[config.mk]
export PLATFORM = sky130hd
export DESIGN_NAME = vec_add_n_top
export DESIGN_NICKNAME = d
export VERILOG_FILES = /design/src/rtl/vec_add_n_top.sv
export SDC_FILE = /design/constraint.sdc
export NUM_CORES = 1
export LEC_CHECK = 0
export ABC_AREA = 1
export ABC_CLOCK_PERIOD_IN_PS = 8350
export CAP_MARGIN = 20
export CORE_ASPECT_RATIO = 0.7
export CORE_MARGIN = 2
export CORE_UTILIZATION = 40
export DETAILED_ROUTE_END_ITERATION = 10
export SLEW_MARGIN = 20
export SYNTH_ARGS = -nofsm -noshare
export SYNTH_HDL_FRONTEND = slang
export SYNTH_SLANG_ARGS = --single-unit
[constraint.sdc]
create_clock -name clk -period 8.35 [get_ports clk]
set_input_delay 1.67 -clock clk [delete_from_list [all_inputs] [get_ports clk]]
set_output_delay 1.67 -clock clk [all_outputs]
set_load 0.02 [all_outputs]
[src/rtl/vec_add_n_top.sv]
// ---------------------------------------------------------------------------
// vec_add_n_top
//   Self-contained N-element vector adder: z[i] = x[i] + y[i].
//   x and y are constant ROMs (x[i] = i, y[i] = 2*i + 1), z is an internal RAM.
//   A level 'start' sampled in IDLE launches a run of N write cycles; 'done'
//   pulses for one cycle on the edge that writes the last element. Results
//   are read through a registered random-access port that works in any state.
//
//   Optional feature (macro VEC_ADD_RUN_OFFSET_EN):
//     adds a DATA_W-bit run counter, reset to 0 and incremented whenever done
//     is raised; each run writes z[i] = x[i] + y[i] + run_count.
//
// Ports:
//   clk        in   1       clock, rising edge
//   reset      in   1       synchronous, active-high reset
//   start      in   1       level run request, sampled only in IDLE
//   done       out  1       one-cycle pulse when all N results are written
//   z_rd_addr  in   ADDR_W  result read address
//   z_dout     out  DATA_W  registered z[z_rd_addr], 1-cycle latency
// ---------------------------------------------------------------------------
module vec_add_n_top #(
  parameter int unsigned N      = 64,
  parameter int unsigned DATA_W = 32,
  parameter int unsigned ADDR_W = 6
) (
  input  logic              clk,
  input  logic              reset,
  input  logic              start,
  output logic              done,
  input  logic [ADDR_W-1:0] z_rd_addr,
  output logic [DATA_W-1:0] z_dout
);

  typedef enum logic {
    IDLE,
    COMPUTE
  } state_e;

  state_e            state_q, state_d;
  logic [ADDR_W-1:0] idx_q, idx_d;
  logic              done_q, done_d;
  logic [DATA_W-1:0] z_dout_q;

  logic [DATA_W-1:0] x_rom [N];
  logic [DATA_W-1:0] y_rom [N];
  logic [DATA_W-1:0] z_mem [N];

  logic              z_we;
  logic [DATA_W-1:0] z_wdata;

`ifdef VEC_ADD_RUN_OFFSET_EN
  logic [DATA_W-1:0] run_count_q, run_count_d;
`endif

  // Constant ROM contents, fixed at elaboration.
  for (genvar gi = 0; gi < N; gi++) begin : g_rom
    assign x_rom[gi] = DATA_W'(gi);
    assign y_rom[gi] = DATA_W'(2 * gi + 1);
  end

  always_comb begin
    state_d = state_q;
    idx_d   = idx_q;
    done_d  = 1'b0;
    z_we    = 1'b0;
`ifdef VEC_ADD_RUN_OFFSET_EN
    z_wdata     = x_rom[idx_q] + y_rom[idx_q] + run_count_q;
    run_count_d = run_count_q;
`else
    z_wdata = x_rom[idx_q] + y_rom[idx_q];
`endif

    case (state_q)
      IDLE: begin
        if (start) begin
          state_d = COMPUTE;
          idx_d   = '0;
        end
      end
      COMPUTE: begin
        z_we  = 1'b1;
        idx_d = idx_q + ADDR_W'(1);
        if (idx_q == ADDR_W'(N - 1)) begin
          state_d = IDLE;
          done_d  = 1'b1;
        end
      end
      default: state_d = IDLE;
    endcase

`ifdef VEC_ADD_RUN_OFFSET_EN
    if (done_d) begin
      run_count_d = run_count_q + DATA_W'(1);
    end
`endif
  end

  always_ff @(posedge clk) begin
    if (reset) begin
      state_q  <= IDLE;
      idx_q    <= '0;
      done_q   <= 1'b0;
      z_dout_q <= '0;
`ifdef VEC_ADD_RUN_OFFSET_EN
      run_count_q <= '0;
`endif
    end else begin
      state_q  <= state_d;
      idx_q    <= idx_d;
      done_q   <= done_d;
      z_dout_q <= z_mem[z_rd_addr];
`ifdef VEC_ADD_RUN_OFFSET_EN
      run_count_q <= run_count_d;
`endif
    end
  end

  // Result RAM is never cleared; reset only suppresses the in-flight write so
  // an aborted run leaves earlier entries intact.
  always_ff @(posedge clk) begin
    if (z_we && !reset) begin
      z_mem[idx_q] <= z_wdata;
    end
  end

  assign done   = done_q;
  assign z_dout = z_dout_q;

endmodule

# Yosys cells after proc, flatten, opt, wreduce, memory -nomap -nowiden

Memory sizes are Yosys's and may differ from the RTL's. A register that Yosys moved wholly into a read port is not among the register bits.
Cells that the tools add are included.

RAM bits: 2048
Word-level logic and storage cells: 29
Input bits: 9
Memory bits (read-only): 4096
Memories kept: 3
Flip-flop bits (word level): 8
Output and inout port bits: 33

Memory list:

| name            | words | bits a word | rd ports | clocked after Yosys merged registers in | write ports | line | source |
|---|---|---|---|---|---|---|---|
| (no name shown) | 64    | 32          | 1        | 0                                       | 0           | 70   | `z_wdata = x_rom[idx_q] + y_rom[idx_q];` |
| (no name shown) | 64    | 32          | 1        | 0                                       | 0           | 70   |  |
| z_mem           | 64    | 32          | 1        | 1                                       | 1           | 46   | `logic [DATA_W-1:0] z_mem [N];` |

Bitwise gates (word level): 2
Multiplexer cells: 13
Reductions and logical operators: 3
$lt $le $gt $ge: 1
Add/subtract/negate cells: 2
Equal/unequal tests: 2

Operators with widths:

| cell                                                           | number |
|---|---|
| 32-bit two-way mux                                             | 4 |
| 32-bit adder                                                   | 1 |
| 6-bit case mux with 2 select lines                             | 1 |
| 7-bit >= comparator (second input constant)                    | 1 |
| 6-bit inverter with 7-bit output                               | 1 |
| 6-bit by 1-bit adder with 6-bit output (second input constant) | 1 |
| 6-bit == test (second input constant)                          | 1 |
| 1-bit two-way mux                                              | 6 |
| 6-bit two-way mux                                              | 1 |
| 2-bit != test (second input constant)                          | 1 |
| 1-bit case mux with 2 select lines                             | 1 |
| 2-bit OR reduction                                             | 1 |
| 1-bit logical AND                                              | 1 |
| 1-bit logical NOT                                              | 1 |
| 1-bit inverter                                                 | 1 |

# Longest topological paths before layout

Gate-level depths: netlist of run 1.

Depth after elaboration: 5
Gate-level depth with buffers: 12
Depth with buffers taken out: 10

# Worst setup path after synthesis of run 1

No wires, ideal clock.

Path type: register to register
Start point: register idx_q[0]
End point: memory z_mem[0][5] (data pin)
Stages on the path, launching flop included: 6
Data required time: 7.815 ns
Path buffers: 0
Setup slack: 4.536 ns
Clock period less this slack: 3.814 ns
Arrival: 3.278 ns
Setup time: 0.535 ns
Cells stage by stage: dfxtp_1 -> inv_1 -> o21bai_1 -> a21oi_1 -> o21ai_0 -> xor2_1

Word-level cells in the longest chain between the ends: 5
Elaborated cells on any way between the ends: 8
Classes of those cells: 1 x add/sub; 4 x mux; 1 x bitwise; 2 x memory

Ends and longest elaborated chain:

| item                                                     | line | source |
|---|---|---|
| start, declared                                          | 40   | `logic [ADDR_W-1:0] idx_q, idx_d;` |
| start signal, assigned                                   | 109  | `idx_q <= idx_d;` |
| 6-bit inverter with 7-bit output (implied by the code) * | 70   |  |
| memory read 64 x 32 bit                                  | n/a  |  |
| 32-bit two-way mux (implied by the code) (2 in a row)    | 70   |  |
| 32-bit adder *                                           | 70   |  |
| via z_wdata[5]                                           | 49   | `logic [DATA_W-1:0] z_wdata;` |
| end, declared                                            | 46   |  |

Mark *: on every way through the listed nets, which the timed path passes. The rest lies on a longest branch. The select of a mux whose other input is x is not followed.

# Worst setup path after layout of run 1

Start point: input port reset
End point: memory z_mem[35][2], enable pin

Word-level cells in the longest chain between the ends: 4

Ends and longest elaborated chain:

| item                                    | line | source |
|---|---|---|
| start, declared                         | 27   | `input logic reset,` |
| 1-bit logical NOT                       | 121  | `if (z_we && !reset) begin` |
| 1-bit logical AND                       | 121  |  |
| 1-bit two-way mux                       | 121  |  |
| 1-bit two-way mux (implied by the code) | 122  | `z_mem[idx_q] <= z_wdata;` |

No other way between the ends.

==> results, run 1 <==
- The class of the tightest hold or removal check is reg -> reg.
- The worst clock skew is 0.00893 ns.
- Ranked by total cell area, the synthesized netlist is headed by sky130_fd_sc_hd__edfxtp_1 (70%), sky130_fd_sc_hd__nand2_1 (11%), sky130_fd_sc_hd__nand3_1 (10%).
- The pre-antenna-repair detailed-routing pass consisted of 6 iterations.
- The power per unit of standard cell area is 225 mW/mm2.
- STA classifies the critical path startpoint as a primary input.
- The area of the mapped netlist is 0.0219 mm2.
- The mux cell area share after synthesis is 0%.
- The overall track demand over capacity in global routing is 19.5%.
- The share of total power in combinational logic is 5.9%.
- The flow ran to the end, and the final reports show no timing, DRC or antenna violations.
- The maximum ir drop on the vdd rail is 0.129 mV.
- The number of distinct library cell variants in the gate-level netlist after synthesis is 26.
- Post-CTS repair changed the size of 0 cells.
- The die span in x is 284 um.
- The internal power contribution is 4.22 mW.
- The area fraction in compound gates after synthesis is 0.560%.
- For this design, the CTS-stage hold fixing added 0 buffers.
- The deepest clock path buffer count is 3.
- At the later pin of the worst-skew pair, clock insertion delay measures 0.56 ns.
- Setup violations remaining at the end of the flow were counted as 0.
- The H-tree was split into 2 levels.
- The commonest non-fill, non-tap cell in the layout is sky130_fd_sc_hd__nand2_1.
- Entering global routing, the biggest net connects 198 pins.
- The total routed wirelength is 55,500 um.
- After synthesis, the largest family of logic cells by area is simple AND/OR/NAND/NOR gates.
- The switching power summed over all nets is 1.19 mW.
- The top cell types in the final layout, fill and taps aside, are sky130_fd_sc_hd__nand2_1 (662), sky130_fd_sc_hd__edfxtp_1 (512), sky130_fd_sc_hd__nand3_1 (442).
- For the finished layout, the period the worst path requires is 4.38 ns.
- Summed over its instances, the top area cell type makes up 70.2% of the synthesized netlist area.
- The number of DRC violations after detailed routing is 0.
- TritonCTS built the clock tree.
- The floorplan has 71 rows.
- The post-synthesis share of cell area spent on and, or, nand and nor gates is 22.7%.
- The worst hold margin is 0.573 ns.
- The category of the most critical setup path is in -> reg.
- The final max-slew violation count is 0.
- In this run the tool buffered the top-level ports with 17 buffer cells.
- The clock network is responsible for 40.4% of the overall power.
- The worst slew slack as a fraction of its limit is 31.6%.
- The switching part of the total power is 22.1%.
- The setup TNS is 0 ns.
- The area of the die is 0.0567 mm2.
- The count of final hold-check violations is 0.
- On the worst path, the slowest cell contributes a delay of 0.90 ns.
- In this run, synthesis produced a sequential element count of 528.
- Each instance of the synthesized netlist takes up on average 11.5 um2.
- Across all register-to-register paths, the minimum setup slack is 4.52 ns.
- The leakage power summed over all cells is 8.63 nW.
- After layout, the worst path uses 52.4% of the clock period.
- Walking the worst path, the cells encountered are clkdlybuf4s50_1 > nor2_1 > nand3_1 > nor2_1.
- The clock-pin slew on the worst setup and hold paths is 0.06 ns.
- The slew at the pin closest to its max-slew limit is 1.03 ns.
- The required time of the critical path is 8.54 ns.
- The remaining number of nets flagged by the antenna check after routing is 0.
- The number of cells traversed by the worst register-to-register path is 4.
- The final RePlAce weighted congestion is 0.841.
- The maximum frequency from static timing analysis is 228 MHz.
- Setup repair after global routing left no endpoint under its margin.
- The HPWL after detailed placement is 32,100 um.
- The violation count after the first detailed-routing iteration is 1,836.
- The clock net in this run drives a total of 528 sinks.
- The synthesized instance count is 1,900.
- The sequential area share after synthesis is 71.7%.
- After Yosys synthesis, full adders, half adders and majority gates account for 0.834% of the synthesized area.
- The worst min-delay path endpoint is idx_q[5].
- The number of clock buffers inserted by TritonCTS is 49.
- The worst hold path startpoint is idx_q[5].
- The final layout net count is 1,897.
- The filler cell count is 4,993.
- The critical register-to-register path startpoint is idx_q[0].
- STA classifies the critical path endpoint as a register.
- The critical path arrival is 4.57 ns.
- In this design, the critical path's most frequently occurring cell is sky130_fd_sc_hd__nor2_1.
- The initial antenna violation count is 2.
- After detailed routing, the number of vias per cell comes to 5.36.
- The leftover overflow at the end of global routing is 0.
- From synthesis to final layout, the design area changed by 9.84%.
- In this run the worst path has a maximum fanout of 15.
- The total vias in the final route is 14,100.
- The slowest library cell on the worst path is sky130_fd_sc_hd__nor2_1.
- Per report_power, the sequential group accounts for 53.7% of the total.
- Dividing the detail-routed wire length by the instance count gives 21.0 um.
- The global-route wire length before repair is 83,100 um.
- The root cell of the clock tree is sky130_fd_sc_hd__clkbuf_16.
- The hold path depth is 2.
- For this configuration, the core starts out at a cell density of 40.6%.
- The dominant cell type by area after synthesis is sky130_fd_sc_hd__edfxtp_1.
- The die outline height is 200 um.
- For this run, the number of Yosys warnings is 0.
- The top-level I/O count is 42.
- The worst register-to-register path ends at z_mem[8][2].
- The count of maximum capacitance violations is 0.
- The region available for standard cell placement spans 0.0539 mm2.
- In the final layout, the share of cells above drive strength 1 is 5.29%.
- Once the clock tree was built, the setup fixing pass inserted 0 buffers.
- The synthesized netlist devotes 0.200% of its cell area to XOR and XNOR gates.
- The via count of the first global-routing pass was 13,300.
[synthesized netlist by cell type]
cell,count
sky130_fd_sc_hd__xnor2_1,1
sky130_fd_sc_hd__nand2_1,662
sky130_fd_sc_hd__buf_4,50
sky130_fd_sc_hd__a21oi_1,15
sky130_fd_sc_hd__fa_1,1
sky130_fd_sc_hd__inv_2,1
sky130_fd_sc_hd__o21bai_1,1
sky130_fd_sc_hd__inv_1,16
sky130_fd_sc_hd__o31ai_1,1
sky130_fd_sc_hd__clkbuf_1,23
sky130_fd_sc_hd__buf_2,31
sky130_fd_sc_hd__buf_6,8
sky130_fd_sc_hd__dfxtp_1,16
sky130_fd_sc_hd__nor2_1,71
sky130_fd_sc_hd__a21o_1,1
sky130_fd_sc_hd__clkinv_4,1
sky130_fd_sc_hd__buf_1,21
sky130_fd_sc_hd__xor2_1,4
sky130_fd_sc_hd__conb_1,1
sky130_fd_sc_hd__and3_1,1
sky130_fd_sc_hd__nand3_1,442
sky130_fd_sc_hd__o21ai_0,5
sky130_fd_sc_hd__edfxtp_1,512
sky130_fd_sc_hd__buf_8,1
sky130_fd_sc_hd__nor3b_1,1
sky130_fd_sc_hd__ha_1,13
[worst max path at each step]
stage	depth (start not counted)	endpoint	start
6_report	4	z_mem[35][2]	reset
5_1_grt	4	z_mem[8][0]	reset
4_1_cts	4	z_mem[35][7]	reset
3_5_place_dp	4	z_mem[35][7]	reset
3_3_place_gp	4	z_mem[34][0]	reset
2_1_floorplan	5	z_mem[0][5]	idx_q[0]
[sequential cells by signal, indices dropped and copies added, names as in the netlist]
signal	count
state_q	1
z_mem	512
z_dout	8
idx_q	6
done	1
[routing by layer]
| layer | part of all wire (%) | global-route usage, % | routed length [um] |
|---|---|---|---|
| met1 | 46 | 29.5 | 25700 |
| met4 | 1.8 | 4.04 | 993 |
| met2 | 42 | 28.6 | 23300 |
| met5 | 0 | 0 | 0 |
| met3 | 9.9 | 4.81 | 5520 |
[power by group through the flow]
stage | Clock (mW) | Sequential (mW) | Combinational [mW]
4_1_cts | 2.22 | 2.91 | 0.311
5_1_grt | 2.33 | 2.91 | 0.347
2_1_floorplan | 0 | 2.97 | 0.213
3_3_place_gp | 0 | 2.96 | 0.307
3_5_place_dp | 0 | 2.96 | 0.311
6_report | 2.19 | 2.91 | 0.317
[worst max-delay path: cells and delay by family]
| family | cells | cell delay [ns] |
|---|---|---|
| simple gates | 3 | 2.11 |
| buf+inv | 1 | 0.76 |
[per-stage QoR]
step           utilization [%]  power, mW  instances  cell area [um2]  setup WS (ns)
5_1_grt                   44.6       5.58       2640            24100           3.78
4_1_cts                   44.6       5.44       2639            24000           4.09
3_5_place_dp              41.7       3.28       2552            22500           3.48
2_1_floorplan                -       3.18       1923            22000           4.54
3_3_place_gp              41.7       3.27       2552            22500           3.58
6_report                  44.6       5.41       2641            24100           3.97
[logic make-up after synthesis]
kind of cell    Yosys count
xor+xnor                  5
other cells               1
compound gates           23
simple gates           1177
buf+inv                 152
flops                   528
fa+ha+maj                14
[cell type report]
cell class                 instances  area (um2)  area share (%)
sequential                       528       15700            65.3
clock inverter                    17         155           0.645
timing repair buffer              34         324            1.35
tap                              730         913            3.80
clock buffer                      70        1390            5.76
antenna                            1        2.50          0.0104
multi-input combinational       1243        5500            22.9
inverter                          18        75.1           0.312
Power figures use the tool's default switching activity.
==> inputs of run 2 (changes only) <==
Settings changed: ABC_CLOCK_PERIOD_IN_PS 8350 to 4000.
Clock period 8.35 ns to 4 ns, I/O delays scaled along.
==> run 2 against run 1 <==
Compared with the run above:
- setup slack got worse by 3.0 ns
- global-route usage rose by 0.94 points
- register-to-register slack worse by 3.6 ns
- clock skew grew 0.013 ns
- via count up 2.8%
- die area stayed put
- non-clock buffer count is 63 higher
- count of clock-buffer cells in the layout increased by 5
- highest routed layer is now met5
- clock power is 110% higher
==> results, run 2 (same netlist as run 1, synthesis figures left out) <==
- The run finished with clean final reports.
- Together, buffers and inverters on the worst path number 2.
- For the finished layout, the period the worst path requires is 3.03 ns.
- The share of final-layout standard cells stronger than drive strength 1 is 8.19%.
- In this run the deepest clock path goes through 3 buffers.
- The critical path endpoint category is a register.
- The first-pass iteration count of the detailed router is 6.
- Once detailed placement completed, the half-perimeter wirelength came to 34,100 um.
- The signal on the critical path passes through inv_1 > ha_1 > o21ai_0 > nand2_1 > nand2_1 > nand2_1 > nand2_1 > nand2_1 > a21oi_1 > xor2_4 > buf_4.
- The initial antenna violation count came to 3.
- The first global-routing pass estimated 87,500 um of wire.
- The critical path arrival is 3.42 ns.
- The category of the worst setup path launch point is a register.
- The final layout contains 1,961 nets.
- The pin count of the biggest net entering global routing is 129.
- In this run the core area contains 71 standard-cell rows.
- In the routed layout, each cell is associated on average with a via count of 5.37.
- The tightest min-delay check is of the reg -> reg type.
- Hold repair after CTS inserted 0 buffers.
- Across the VDD grid, the largest voltage drop is 0.320 mV.
- The critical path is of the reg -> reg type.
- For this run, the total global-route usage over all layers was measured as 20.5%.
- Max-cap violations in this run came to 0.
- For the worst-skew pair, the clock arrives at the later sink with an insertion delay of 0.59 ns.
- The via count of the first global-routing pass came to 13,900.
- The violation count after the first detailed-routing iteration is 1,836.
- The utilization after layout is 45.7%.
- The cell repeated most along the worst path is sky130_fd_sc_hd__nand2_1.
- The number of setup violations in the final report is 0.
- 42 I/O pins were placed.
- The largest fanout of any net on the critical path is 19.
- The routed layout has 14,500 vias.
- The count of clock tree sinks is 528.
- Clock tree synthesis selected as its root buffer the cell sky130_fd_sc_hd__clkbuf_16.
- The count of buffers from port buffering is 17.
- The share of the clock period used by the worst path is 75.8%.
- The required time of the critical path is 4.39 ns.
- The number of flip-flops in the largest register is 512.
- The worst slew slack as a fraction of its limit is 23.8%.
- The floorplan core area is 0.0539 mm2.
- For this configuration, the core starts out at a cell density of 40.6%.
- The leftover overflow at the end of global routing is 0.
- The number of buffers added for setup after CTS is 0.
- In this run the number of H-tree levels came out at 2.
- The maximum frequency from static timing analysis is 330 MHz.
- From bottom edge to top edge, the die measures 200 um.
- The area growth from synthesis to layout is 12.5%.
- Summed over all failing endpoints, the final setup total negative slack is 0 ns.
- In this run the power density over the cells is 463 mW/mm2.
- The count of placed standard cells including taps is 2,616.
- The slew at the pin closest to its max-slew limit is 1.14 ns.
- The congestion estimate from routability-driven global placement came to 0.878.
- The area of the die is 0.0567 mm2.
- The family of cells with the greatest summed delay on the critical path is XOR/XNOR gates.
- Setup repair after global routing left no endpoint under its margin.
- The number of DRC violations after detailed routing is 0.
- The die span in x is 284 um.
- The remaining number of nets flagged by the antenna check after routing is 0.
- The total routed wirelength is 57,800 um.
- In the layout the commonest cells are sky130_fd_sc_hd__nand2_1 (662), sky130_fd_sc_hd__edfxtp_1 (512), sky130_fd_sc_hd__nand3_1 (442).
- In the final routed layout, each cell accounts on average for 21.3 um.
- The worst clock skew is 0.0224 ns.
- The commonest non-fill, non-tap cell in the layout is sky130_fd_sc_hd__nand2_1.
- The leakage power summed over all cells is 8.97 nW.
- For this run, the slowest stage of the critical path takes 0.65 ns.
- The clock-pin slew on the worst setup and hold paths is 0.07 ns.
- The finished layout holds 2,707 standard cells, fillers aside.
- The number of clock buffers inserted by TritonCTS is 50.
- The worst hold margin is 0.575 ns.
- The count of final hold-check violations was 0.
- The slowest library cell on the worst path is sky130_fd_sc_hd__xor2_4.
- The register with the highest flop count is z_mem.
- The CTS tree is done.
- The final max-slew violation count is 0.
- The post-CTS resize count is 0.
- The number of antenna cells inserted is 0.
run 2: metal layers:
| metal | track usage [%] | share of wire (%) |
|---|---|---|
| met5 | 0 | 0.047 |
| met3 | 4.52 | 8.9 |
| met2 | 29.9 | 43 |
| met1 | 30.9 | 47 |
| met4 | 5.21 | 2.0 |
run 2: worst min-delay path, delay by kind of cell (launching register included):
kind,cells,cell delay (ns)
AOI/OAI and AO/OA,1,0.06
and+or+nand+nor,1,0.11
DFF,1,0.37
run 2: through the flow:
step | power (mW) | worst slack (ns) | cell area, um2
after floorplan | 6.64 | 0.186 | 22000
after global placement | 6.86 | 0.663 | 23100
after detailed placement | 6.86 | 0.630 | 23100
after CTS | 11.5 | 1.03 | 24600
after global routing | 11.8 | 0.809 | 24600
final | 11.4 | 0.968 | 24600
run 2: power by group:
| part | switching (mW) | internal, mW |
|---|---|---|
| clock network | 2.04 | 2.62 |
| registers | 0.0131 | 6.05 |
| logic | 0.513 | 0.171 |
run 2: path summary, 6_finish.rpt:
| check | to | start | slack (ns) | cells past startpoint |
|---|---|---|---|---|
| max reg2reg | z_mem[44][6] | idx_q[1] | 0.97 | 11 |
| min | idx_q[5] | idx_q[5] | 0.57 | 2 |
| min reg2reg | idx_q[5] | idx_q[5] | 0.57 | 2 |
| max | z_mem[44][6] | idx_q[1] | 0.97 | 11 |
run 2: final cells by class:
cell class                      count  area [um2]
Fill cell                        4946       29300
Sequential cell                   528       15700
Multi-Input combinational cell   1243        5510
Clock buffer                       75        1450
Tap cell                          730         913
Timing Repair Buffer               97         865
Clock inverter                     16         128
Inverter                           18        75.1
==> inputs of run 3 (changes only) <==
Settings changed: ABC_CLOCK_PERIOD_IN_PS 4000 to 2800.
Clock period 4 ns to 2.8 ns, I/O delays scaled along.
==> run 3 against run 2 <==
Compared with the run above:
- clock skew is 0.0031 ns higher
- count of clock-buffer cells in the layout is 7 lower
- first-iteration DRC count is 16% lower
- flip-flop and latch count stayed put
- global-route usage is 0.99 points lower
- critical path type unchanged
==> results, run 3 (same netlist as run 1, synthesis figures left out) <==
- Combinational logic is responsible for 6.3% of the overall power.
- The violation count after the first detailed-routing iteration is 1,546.
- The number of setup violations in the final report is 0.
- Cells with a size suffix above 1 make up 10.1% of the layout.
- The final layout net count is 2,002.
- The starting density of the core is 40.6%.
- CTS placed an instance of sky130_fd_sc_hd__clkbuf_16 at the clock tree root.
- In this run the power spent charging and discharging nets is 3.61 mW.
- The share of total power dissipated in the clock network is 39.9%.
- After clock tree synthesis, the setup repair step added 0 buffers.
- The count of clock tree sinks is 528.
- The first global-routing pass estimated 83,500 um of wire.
- After global routing the overflow that remains totals 0.
- Cells fill 46.5% of the core in the end.
- In this run the horizontal extent of the chip is 284 um.
- More flip-flops sit in one register than any other, and that register is z_mem.
- The maximum ir drop on the vdd rail is 0.421 mV.
- In the layout the commonest cells are sky130_fd_sc_hd__nand2_1 (662), sky130_fd_sc_hd__edfxtp_1 (512), sky130_fd_sc_hd__nand3_1 (442).
- At the placement stage, the worst setup path has a slack of 0.256 ns.
- The worst setup slack for register-to-register paths is 0.38 ns.
- The detailed-placement wirelength estimate is 33,400 um.
- In the routed design, unresolved DRC markers number 0.
- The largest fanout of any net on the critical path is 48.
- In this run switching power makes up 22.5% of total power.
- TritonCTS built the clock tree.
- In this run the static leakage power is 9.21 nW.
- The post-route cell area is 0.0251 mm2.
- The worst clock skew is 0.0255 ns.
- Setup repair after global routing left no endpoint under its margin.
- The number of placement rows is 71.
- In this run, flip-flops and latches consume 53.8% of the power.
- The level count of the clock H-tree is 2.
- The final max-slew violation count came to 0.
- For the worst setup path, the data arrival time is 2.80 ns.
- The total routed wirelength is 55,000 um.
- The worst slew slack as a fraction of its limit is 53.5%.
- The clock reaches the later pin of the worst-skew pair after 0.58 ns.
- For this block, the via count after detailed routing is 14,400.
- The die outline height is 200 um.
- The area after detailed placement is 0.0236 mm2.
- The count of buffers from port buffering is 17.
- The area growth from synthesis to layout is 14.4%.
- The count of final hold-check violations is 0.
- The first detailed-routing pass ran for 5 iterations.
- The post-CTS resize count is 0.
- The count of maximum capacitance violations is 0.
- For this design the ratio of total power to cell area is 642 mW/mm2.
- Routability-driven placement finished with a final weighted congestion of 0.874.
- The setup path with the least slack is of type reg -> reg.
- For the pin with the worst max-slew slack, the measured transition is 0.698 ns.
- The via count of the first global-routing pass is 13,500.
- The region available for standard cell placement spans 0.0539 mm2.
- The area of the die is 0.0567 mm2.
- The per-cell routed wire length is 20.0 um.
- The class of the tightest hold or removal check is reg -> reg.
- Fill cells in the final layout number 4,920.
- Leaving out fill and tap cells, the most frequent cell in the layout is sky130_fd_sc_hd__nand2_1.
- The deepest clock path buffer count is 3.
- Derived from the worst setup path, the maximum achievable clock frequency is 413 MHz.
- On the final layout, the worst hold slack is 0.578 ns.
- The initial antenna violation count was 0.
- The critical path endpoint category is a register.
- The overall track demand over capacity in global routing is 19.5%.
- The internal power contribution is 12.5 mW.
- Data on the critical path is required at its endpoint by 3.17 ns.
- After detailed routing, the number of vias per cell comes to 5.23.
- The pin count of the biggest net entering global routing is 98.
- The number of hold buffers added after CTS is 0.
- Once detail routing completed, the nets flagged for antenna violations numbered 0.
- The minimum period implied by the final worst setup slack is 2.42 ns.
- The post-layout worst setup margin is 0.378 ns.
- Clock-pin slew was measured on the worst setup and hold paths at 0.07 ns.
- The worst setup path is launched from a register.
- The number of clock buffers inserted by TritonCTS is 49.
- The share of the clock period used by the worst path is 86.5%.
- The top-level I/O count is 42.
- The register with the most flip-flops in the layout has 512 of them.
- The flow ran to the end, and the final reports show no timing, DRC or antenna violations.
## run 3: cell types whose count changed in the layout (fill, tap and decap cells not counted), moves of 3 or more
cell                       previous run  this run
sky130_fd_sc_hd__buf_4               73       101
sky130_fd_sc_hd__clkinv_2             5         8
sky130_fd_sc_hd__clkbuf_8             8         5
sky130_fd_sc_hd__buf_12               8        22
## run 3: metrics by stage
stage | power [mW] | TNS (ns) | std cells
global placement | 9.83 | 0 | 2658
CTS | 16.2 | 0 | 2746
global route | 16.6 | 0 | 2746
detailed placement | 9.84 | 0 | 2658
finish | 16.1 | 0 | 2748
floorplan | 9.48 | -2.58 | 1923
## run 3: power groups by stage
stage / clock, mW / sequential, mW / combinational [mW]
finish: 6.41 / 8.66 / 1.01
global placement: 0 / 8.83 / 1.00
detailed placement: 0 / 8.83 / 1.01
CTS: 6.52 / 8.66 / 1.02
floorplan: 0 / 8.84 / 0.641
global route: 6.86 / 8.65 / 1.11
## run 3: layout make-up
cell class / count / area, um2 / area share, %
Tap cell: 730 / 913 / 3.65
Timing Repair Buffer: 139 / 1360 / 5.41
Antenna cell: 2 / 5.00 / 0.0200
Clock inverter: 20 / 151 / 0.604
Inverter: 18 / 75.1 / 0.300
Multi-Input combinational cell: 1243 / 5510 / 22.0
Sequential cell: 528 / 15700 / 62.6
Clock buffer: 68 / 1350 / 5.38
## run 3: critical path: stages (launching register included)
cell and delay (ns):
sky130_fd_sc_hd__dfxtp_1 0.47, sky130_fd_sc_hd__inv_1 0.13, sky130_fd_sc_hd__ha_1 0.32, sky130_fd_sc_hd__o21ai_0 0.08
sky130_fd_sc_hd__nand2_1 0.07, sky130_fd_sc_hd__nand2_1 0.06, sky130_fd_sc_hd__nand2_1 0.13, sky130_fd_sc_hd__nand2_1 0.09
sky130_fd_sc_hd__nand2_1 0.06, sky130_fd_sc_hd__a21oi_1 0.31, sky130_fd_sc_hd__xor2_4 0.20, sky130_fd_sc_hd__buf_12 0.25
## run 3: layer usage
layer / track usage (%) / up-vias / share of wire [%]
met5: 0 / - / 0
met1: 30.3 / 6983 / 47
li1: - / 6750 / -
met4: 4.53 / 0 / 1.7
met3: 3.73 / 73 / 8.6
met2: 28.2 / 553 / 42
## run 3: worst paths after layout
path / from / to / cells after the start
max: idx_q[1] / z_mem[17][6] / 11
min: state_q / idx_q[2] / 2
max reg2reg: idx_q[1] / z_mem[17][6] / 11
min reg2reg: state_q / idx_q[2] / 2
